==> src/rtl/clock_pkg.sv <==
// Shared definitions for the millisecond clock and the millisecond sleep service.
package clock_pkg;

    localparam int unsigned CLOCK_RATIO_DEFAULT = 200000;

    typedef enum logic [1:0] {
        IDLE,
        COUNT,
        DONE
    } sleep_state_t;

endpackage

==> src/rtl/ms_prescaler.sv <==
// Mod-CLOCK_RATIO cycle counter producing a one-cycle tick per millisecond.
// Shared with the millisecond clock so both agree on what 1 ms is.
module ms_prescaler
    import clock_pkg::*;
#(
    parameter int unsigned CLOCK_RATIO = CLOCK_RATIO_DEFAULT
) (
    input  logic clock,
    input  logic reset,
    input  logic clear,
    input  logic enable,
    output logic tick
);

    localparam logic [31:0] LAST_COUNT = 32'(CLOCK_RATIO - 1);

    logic [31:0] count_q;
    logic [31:0] count_d;

    // Clear wins over enable so a new call always starts on a fresh millisecond.
    always_comb begin
        count_d = count_q;
        tick    = 1'b0;
        if (clear) begin
            count_d = '0;
        end else if (enable) begin
            if (count_q == LAST_COUNT) begin
                count_d = '0;
                tick    = 1'b1;
            end else begin
                count_d = count_q + 32'd1;
            end
        end
    end

    always_ff @(posedge clock) begin
        if (!reset) begin
            count_q <= '0;
        end else begin
            count_q <= count_d;
        end
    end

endmodule

==> src/rtl/clock_sleep_ms.sv <==
// Blocking millisecond delay: counts ms_port milliseconds, then pulses done_port
// with the number of whole milliseconds elapsed (early if aborted).
module clock_sleep_ms
    import clock_pkg::*;
#(
    parameter int unsigned CLOCK_RATIO = CLOCK_RATIO_DEFAULT
) (
    input  logic        clock,
    input  logic        reset,
    input  logic        start_port,
    input  logic [31:0] ms_port,
    input  logic        abort_port,
    output logic        done_port,
    output logic [31:0] return_port,
    output logic        busy_port
);

    sleep_state_t state_q, state_d;
    logic [31:0]  remaining_q, remaining_d;
    logic [31:0]  elapsed_q, elapsed_d;
    logic [31:0]  return_q, return_d;
    logic         done_q, done_d;
    logic         busy_q, busy_d;
    logic         tick;

    ms_prescaler #(
        .CLOCK_RATIO(CLOCK_RATIO)
    ) u_prescaler (
        .clock (clock),
        .reset (reset),
        .clear (state_q != COUNT),
        .enable(state_q == COUNT),
        .tick  (tick)
    );

    // A tick in the finishing cycle is always counted, so the final tick and an
    // abort share one return formula: elapsed plus this cycle's tick.
    always_comb begin
        state_d     = state_q;
        remaining_d = remaining_q;
        elapsed_d   = elapsed_q;
        return_d    = return_q;
        unique case (state_q)
            IDLE: begin
                if (start_port) begin
                    if (ms_port == 32'd0) begin
                        state_d  = DONE;
                        return_d = '0;
                    end else begin
                        state_d     = COUNT;
                        remaining_d = ms_port;
                        elapsed_d   = '0;
                    end
                end
            end
            COUNT: begin
                if (tick) begin
                    remaining_d = remaining_q - 32'd1;
                    elapsed_d   = elapsed_q + 32'd1;
                end
                if ((tick && remaining_q == 32'd1) || abort_port) begin
                    state_d  = DONE;
                    return_d = elapsed_q + {31'd0, tick};
                end
            end
            DONE: begin
                state_d = IDLE;
            end
            default: begin
                state_d = IDLE;
            end
        endcase
        done_d = (state_d == DONE);
        busy_d = (state_d != IDLE);
    end

    always_ff @(posedge clock) begin
        if (!reset) begin
            state_q     <= IDLE;
            remaining_q <= '0;
            elapsed_q   <= '0;
            return_q    <= '0;
            done_q      <= 1'b0;
            busy_q      <= 1'b0;
        end else begin
            state_q     <= state_d;
            remaining_q <= remaining_d;
            elapsed_q   <= elapsed_d;
            return_q    <= return_d;
            done_q      <= done_d;
            busy_q      <= busy_d;
        end
    end

    assign done_port   = done_q;
    assign return_port = return_q;
    assign busy_port   = busy_q;

endmodule

==> config.mk <==
export PLATFORM = sky130hd
export DESIGN_NAME = clock_sleep_ms
export DESIGN_NICKNAME = d
export VERILOG_FILES = /design/src/rtl/clock_pkg.sv /design/src/rtl/ms_prescaler.sv /design/src/rtl/clock_sleep_ms.sv
export SDC_FILE = /design/constraint.sdc
export NUM_CORES = 1
export LEC_CHECK = 0
export CORE_UTILIZATION = 60
export CTS_BUF_LIST = sky130_fd_sc_hd__clkbuf_8
export CTS_CLUSTER_SIZE = 8
export DETAILED_ROUTE_END_ITERATION = 10
export DONT_BUFFER_PORTS = 1
export PLACE_DENSITY = 0.76
export SLEW_MARGIN = 0
export SYNTH_ARGS = -nofsm -noshare
export SYNTH_HDL_FRONTEND = slang
export SYNTH_SLANG_ARGS = --single-unit
==> constraint.sdc <==
create_clock -name clock -period 7.8 [get_ports clock]
set_input_delay 1.17 -clock clock [delete_from_list [all_inputs] [get_ports clock]]
set_output_delay 1.17 -clock clock [all_outputs]
set_load 0.1 [all_outputs]
==> run_results.csv <==
group,metric,value,unit
min_path,startpoint_of_the_worst_hold_path,"u_prescaler.count_q[0]$_SDFFE_PP0P_",
critical_path,setup.worst_path.class,"register to register",
timing,worst_slew_pin_slew,1240,ps
clock_network,clock_tree.root_cell,"sky130_fd_sc_hd__clkbuf_8",
routing,detailedRoute.firstPassIterationCount,6,
place,placed_instances,1066,
global_route,grt_pass1_wl,34500,microns
critical_path,worst_r2r_path_depth,12,
floorplan,num_io_pins,70,
critical_path,crit_required,8140,ps
logic_synthesis,ys_warn_count,0,
timing,finalHoldViolCount,0,
critical_path,path_delay_family,"simple AND/OR/NAND/NOR gates",
routing,route.detailed.wl_per_inst,19.4,microns
final_layout,n_fill_cell,1113,
critical_path,startpoint,"u_prescaler.count_q[0]$_SDFFE_PP0P_",
power_and_ir_drop,power_switching_share,29.3,%
logic_synthesis,synthArstFlopShare,0,%
logic_synthesis,mappedNetlistArea,0.00775,sq mm
critical_path,crit-reg2reg-launch,"u_prescaler.count_q[0]$_SDFFE_PP0P_",
clock_network,cts.hold.buffers_added,0,
critical_path,r2r_end,"return_port[30]$_SDFFE_PN0P_",
clock_network,post_cts.repair.setup_buffers,0,
power_and_ir_drop,p_total,1.41,mW
place,port_buffers,0,
power_and_ir_drop,powerDensity,175,mW/mm^2
critical_path,worstSetupEndpointType,"register",
timing,setup_total_negative_slack,0,ps
logic_synthesis,synth_compound_gate_area_share,19.2,%
final_layout,post-route-cell-area,0.00804,sq mm
final_layout,antenna_cells,0,
min_path,worstHoldPathCells,1,
timing,finalSetupViolations,0,
logic_synthesis,synth_adder_area_share,0.968,%
routing,vias,7612,
critical_path,crit_path_max_incr_delay,490,ps
logic_synthesis,synthesis.area_per_instance,7.99,sq um
logic_synthesis,ys_types,76,
critical_path,startpoint_type,"register",
critical_path,path_max_fanout,54,
clock_network,clock_path_buffers,2,
routing,ant_nets,0,
final_layout,stdcell_count,1094,
clock_network,cts_tree,"done",
min_path,whs_endpoint,"u_prescaler.count_q[0]$_SDFFE_PP0P_",
timing,finalWorstPathRequiredPeriod,4110,ps
final_layout,layout-area-overhead-vs-synth,3.70,%
timing,fmaxAchievable,243,MHz
logic_synthesis,yosys_most_used_dff,"sky130_fd_sc_hd__dfxtp_1",
logic_synthesis,yosys.area_share.xor_xnor,4.29,%
floorplan,die_h,116,microns
critical_path,critPathMostFrequentCell,"sky130_fd_sc_hd__ha_1",
clock_network,post_cts_resized,0,
final_layout,drive_above_1_share,7.27,%
global_route,global_route.overflow_total,0,
routing,drc,0,
timing,slew_violations,0,
logic_synthesis,synth_mux_area_share,5.95,%
routing,routed_wl,21300,microns
global_route,via_count_of_the_first_global_routing_pass,6989,
global_route,antenna_violations_before_repair,0,
place,gp_congestion,0.921,
timing,final.setup_skew,13.9,ps
status,run_status,"complete, no violations",
critical_path,arrival_time_at_the_worst_endpoint,4450,ps
final_layout,finalNetCount,955,
clock_network,numClockSinks,132,
routing,routed_via_density,6.96,
floorplan,die_w,116,microns
clock_network,clkTransAtPathRegs,70,ps
logic_synthesis,post_synth_inst_count,971,
critical_path,regToRegSetupSlack,3690,ps
power_and_ir_drop,vdd_drop_max,129,uV
critical_path,cp_slowest_cell,"sky130_fd_sc_hd__ha_1",
power_and_ir_drop,power.leakage,2.63,nW
global_route,grt_use_total,32.8,%
critical_path,crit_path_cell_trace,"ha_1 -> nor4bb_1 -> nand4_1 -> or3_1 -> buf_4 -> inv_2 -> ha_1 -> ha_1 -> nand3_1 -> o311a_1 -> a21oi_1 -> mux2i_1",
timing,rsz0062_at_grt,"false",
floorplan,initial_utilization,61.4,%
logic_synthesis,synthesis.nets,1013,
logic_synthesis,main_combinational_cell_family_by_area_after_synthesis,"simple AND/OR/NAND/NOR gates",
logic_synthesis,ys_ff_latch,132,
critical_path,timing.critical_path.buf_inv,2,
min_path,timing.hold.worst.class,"register to register",
flow_run,maxCapViolCount,0,
logic_synthesis,synth_enable_flop_cells,0,
clock_network,cts_buffers,17,
routing,detailedRoute.firstIterationViolations,854,
floorplan,coreArea,0.0126,sq mm
power_and_ir_drop,p_sw,413,uW
power_and_ir_drop,pwr-share-comb,13.9,%
floorplan,cell_row_count,41,
power_and_ir_drop,sequentialPowerShare,50.4,%
logic_synthesis,seq_area_frac_synth,34.1,%
place,place.detailed.hpwl,14000,microns
clock_network,clk-insertion-delay-late,460,ps
floorplan,floorplan.die_area,0.0134,sq mm
place,postPlaceCellArea,0.00771,sq mm
logic_synthesis,synth_simple_gate_area_share,29.7,%
power_and_ir_drop,power.internal,998,uW
global_route,grt_max_degree,89,
power_and_ir_drop,pwr-share-clk,35.7,%
timing,timing.slew.headroom,17.1,%
clock_network,htreeDepth,4,
timing,period_share,52.7,%
cell usage in the layout, fill, tap and decap left out, types with 20 or more instances in the layout:
cell / count
sky130_fd_sc_hd__dfxtp_1: 132
sky130_fd_sc_hd__nand2_1: 107
sky130_fd_sc_hd__nor2_1: 75
sky130_fd_sc_hd__nand3_1: 49
sky130_fd_sc_hd__mux2i_1: 45
sky130_fd_sc_hd__nand4_1: 41
sky130_fd_sc_hd__or3_1: 37
sky130_fd_sc_hd__a21oi_1: 35
sky130_fd_sc_hd__nor3_1: 34
sky130_fd_sc_hd__nor4_1: 32
sky130_fd_sc_hd__xnor2_1: 27
sky130_fd_sc_hd__o31ai_1: 21
sky130_fd_sc_hd__clkbuf_8: 21
sky130_fd_sc_hd__inv_1: 20
power groups by stage:
stage | Sequential [mW] | Combinational [mW] | Clock [mW]
2_1_floorplan | 0.721 | 0.157 | 0
3_3_place_gp | 0.725 | 0.184 | 0
3_5_place_dp | 0.726 | 0.189 | 0
4_1_cts | 0.711 | 0.190 | 0.508
5_1_grt | 0.713 | 0.212 | 0.535
6_report | 0.712 | 0.196 | 0.503
metal layers:
layer	wire, microns	vias up	global-route usage, %
met3	2000	65	7.01
met4	621	0	15.0
met2	9900	456	52.8
li1	-	3529	-
met1	8730	3562	42.3
met5	0	-	0
layout make-up:
type                       count  area [sq um]  share of cell area, %
timing repair buffer          11          82.6                   1.03
inverter                      19          71.3                  0.887
multi-input combinational    732          4700                   58.5
sequential                   132          2640                   32.9
clock inverter                 7          36.3                  0.451
clock buffer                  21           289                   3.59
tap                          172           215                   2.68
cell usage after synthesis, drive strengths merged (8+ instances only):
master / instances / share of area [%]
a22oi: 8 / 0.84
a31oi: 8 / 0.65
and4: 14 / 1.6
o31ai: 21 / 2.0
o22ai: 9 / 0.73
or3: 39 / 3.2
o2111ai: 19 / 2.1
xor2: 11 / 1.2
nand2: 107 / 5.2
nor3: 35 / 2.4
dfxtp: 132 / 34
and2: 13 / 1.1
o21ai: 20 / 1.3
nor4: 35 / 3.2
o32ai: 8 / 0.90
inv: 19 / 0.92
mux2i: 45 / 5.8
buf: 19 / 1.5
xnor2: 27 / 3.0
nand4: 41 / 3.3
nand3: 49 / 3.2
clkbuf: 69 / 3.3
nor2: 77 / 3.8
a21oi: 36 / 2.3
state kept, by name, indices dropped and copies added (netlist names):
| signal | count |
|---|---|
| u_prescaler.count_q | 32 |
| state_q | 2 |
| remaining_q | 32 |
| done_port | 1 |
| return_port | 32 |
| busy_port | 1 |
| elapsed_q | 32 |
through the flow:
stage	worst slack, ps	util, %	hold slack (ps)
floorplan	4720	-	418
global placement	3940	61.1	428
detailed placement	3790	61.1	435
CTS	3780	63.7	450
global route	3410	63.7	467
finish	3690	63.7	448
worst max-delay path by stage:
stage                                         to  slack, ps  cells after the start
floorplan           return_port[27]$_SDFFE_PN0P_       4720                     13
global placement    return_port[19]$_SDFFE_PN0P_       3940                     12
detailed placement  return_port[30]$_SDFFE_PN0P_       3790                     12
CTS                 return_port[31]$_SDFFE_PN0P_       3780                     12
global route        return_port[22]$_SDFFE_PN0P_       3410                     12
finish              return_port[30]$_SDFFE_PN0P_       3690                     12
cell families (layout without fill, tap and decap cells):
kind of cell	count (synthesis)	after routing
multiplexers	46	46
adder cells (fa/ha/maj)	6	6
buffers and inverters	107	58
XOR/XNOR	38	38
AND/OR/NAND/NOR	439	439
flip-flops	132	132
AO/OA/AOI/OAI	203	203
No activity file was read; power rests on OpenSTA's default activity.
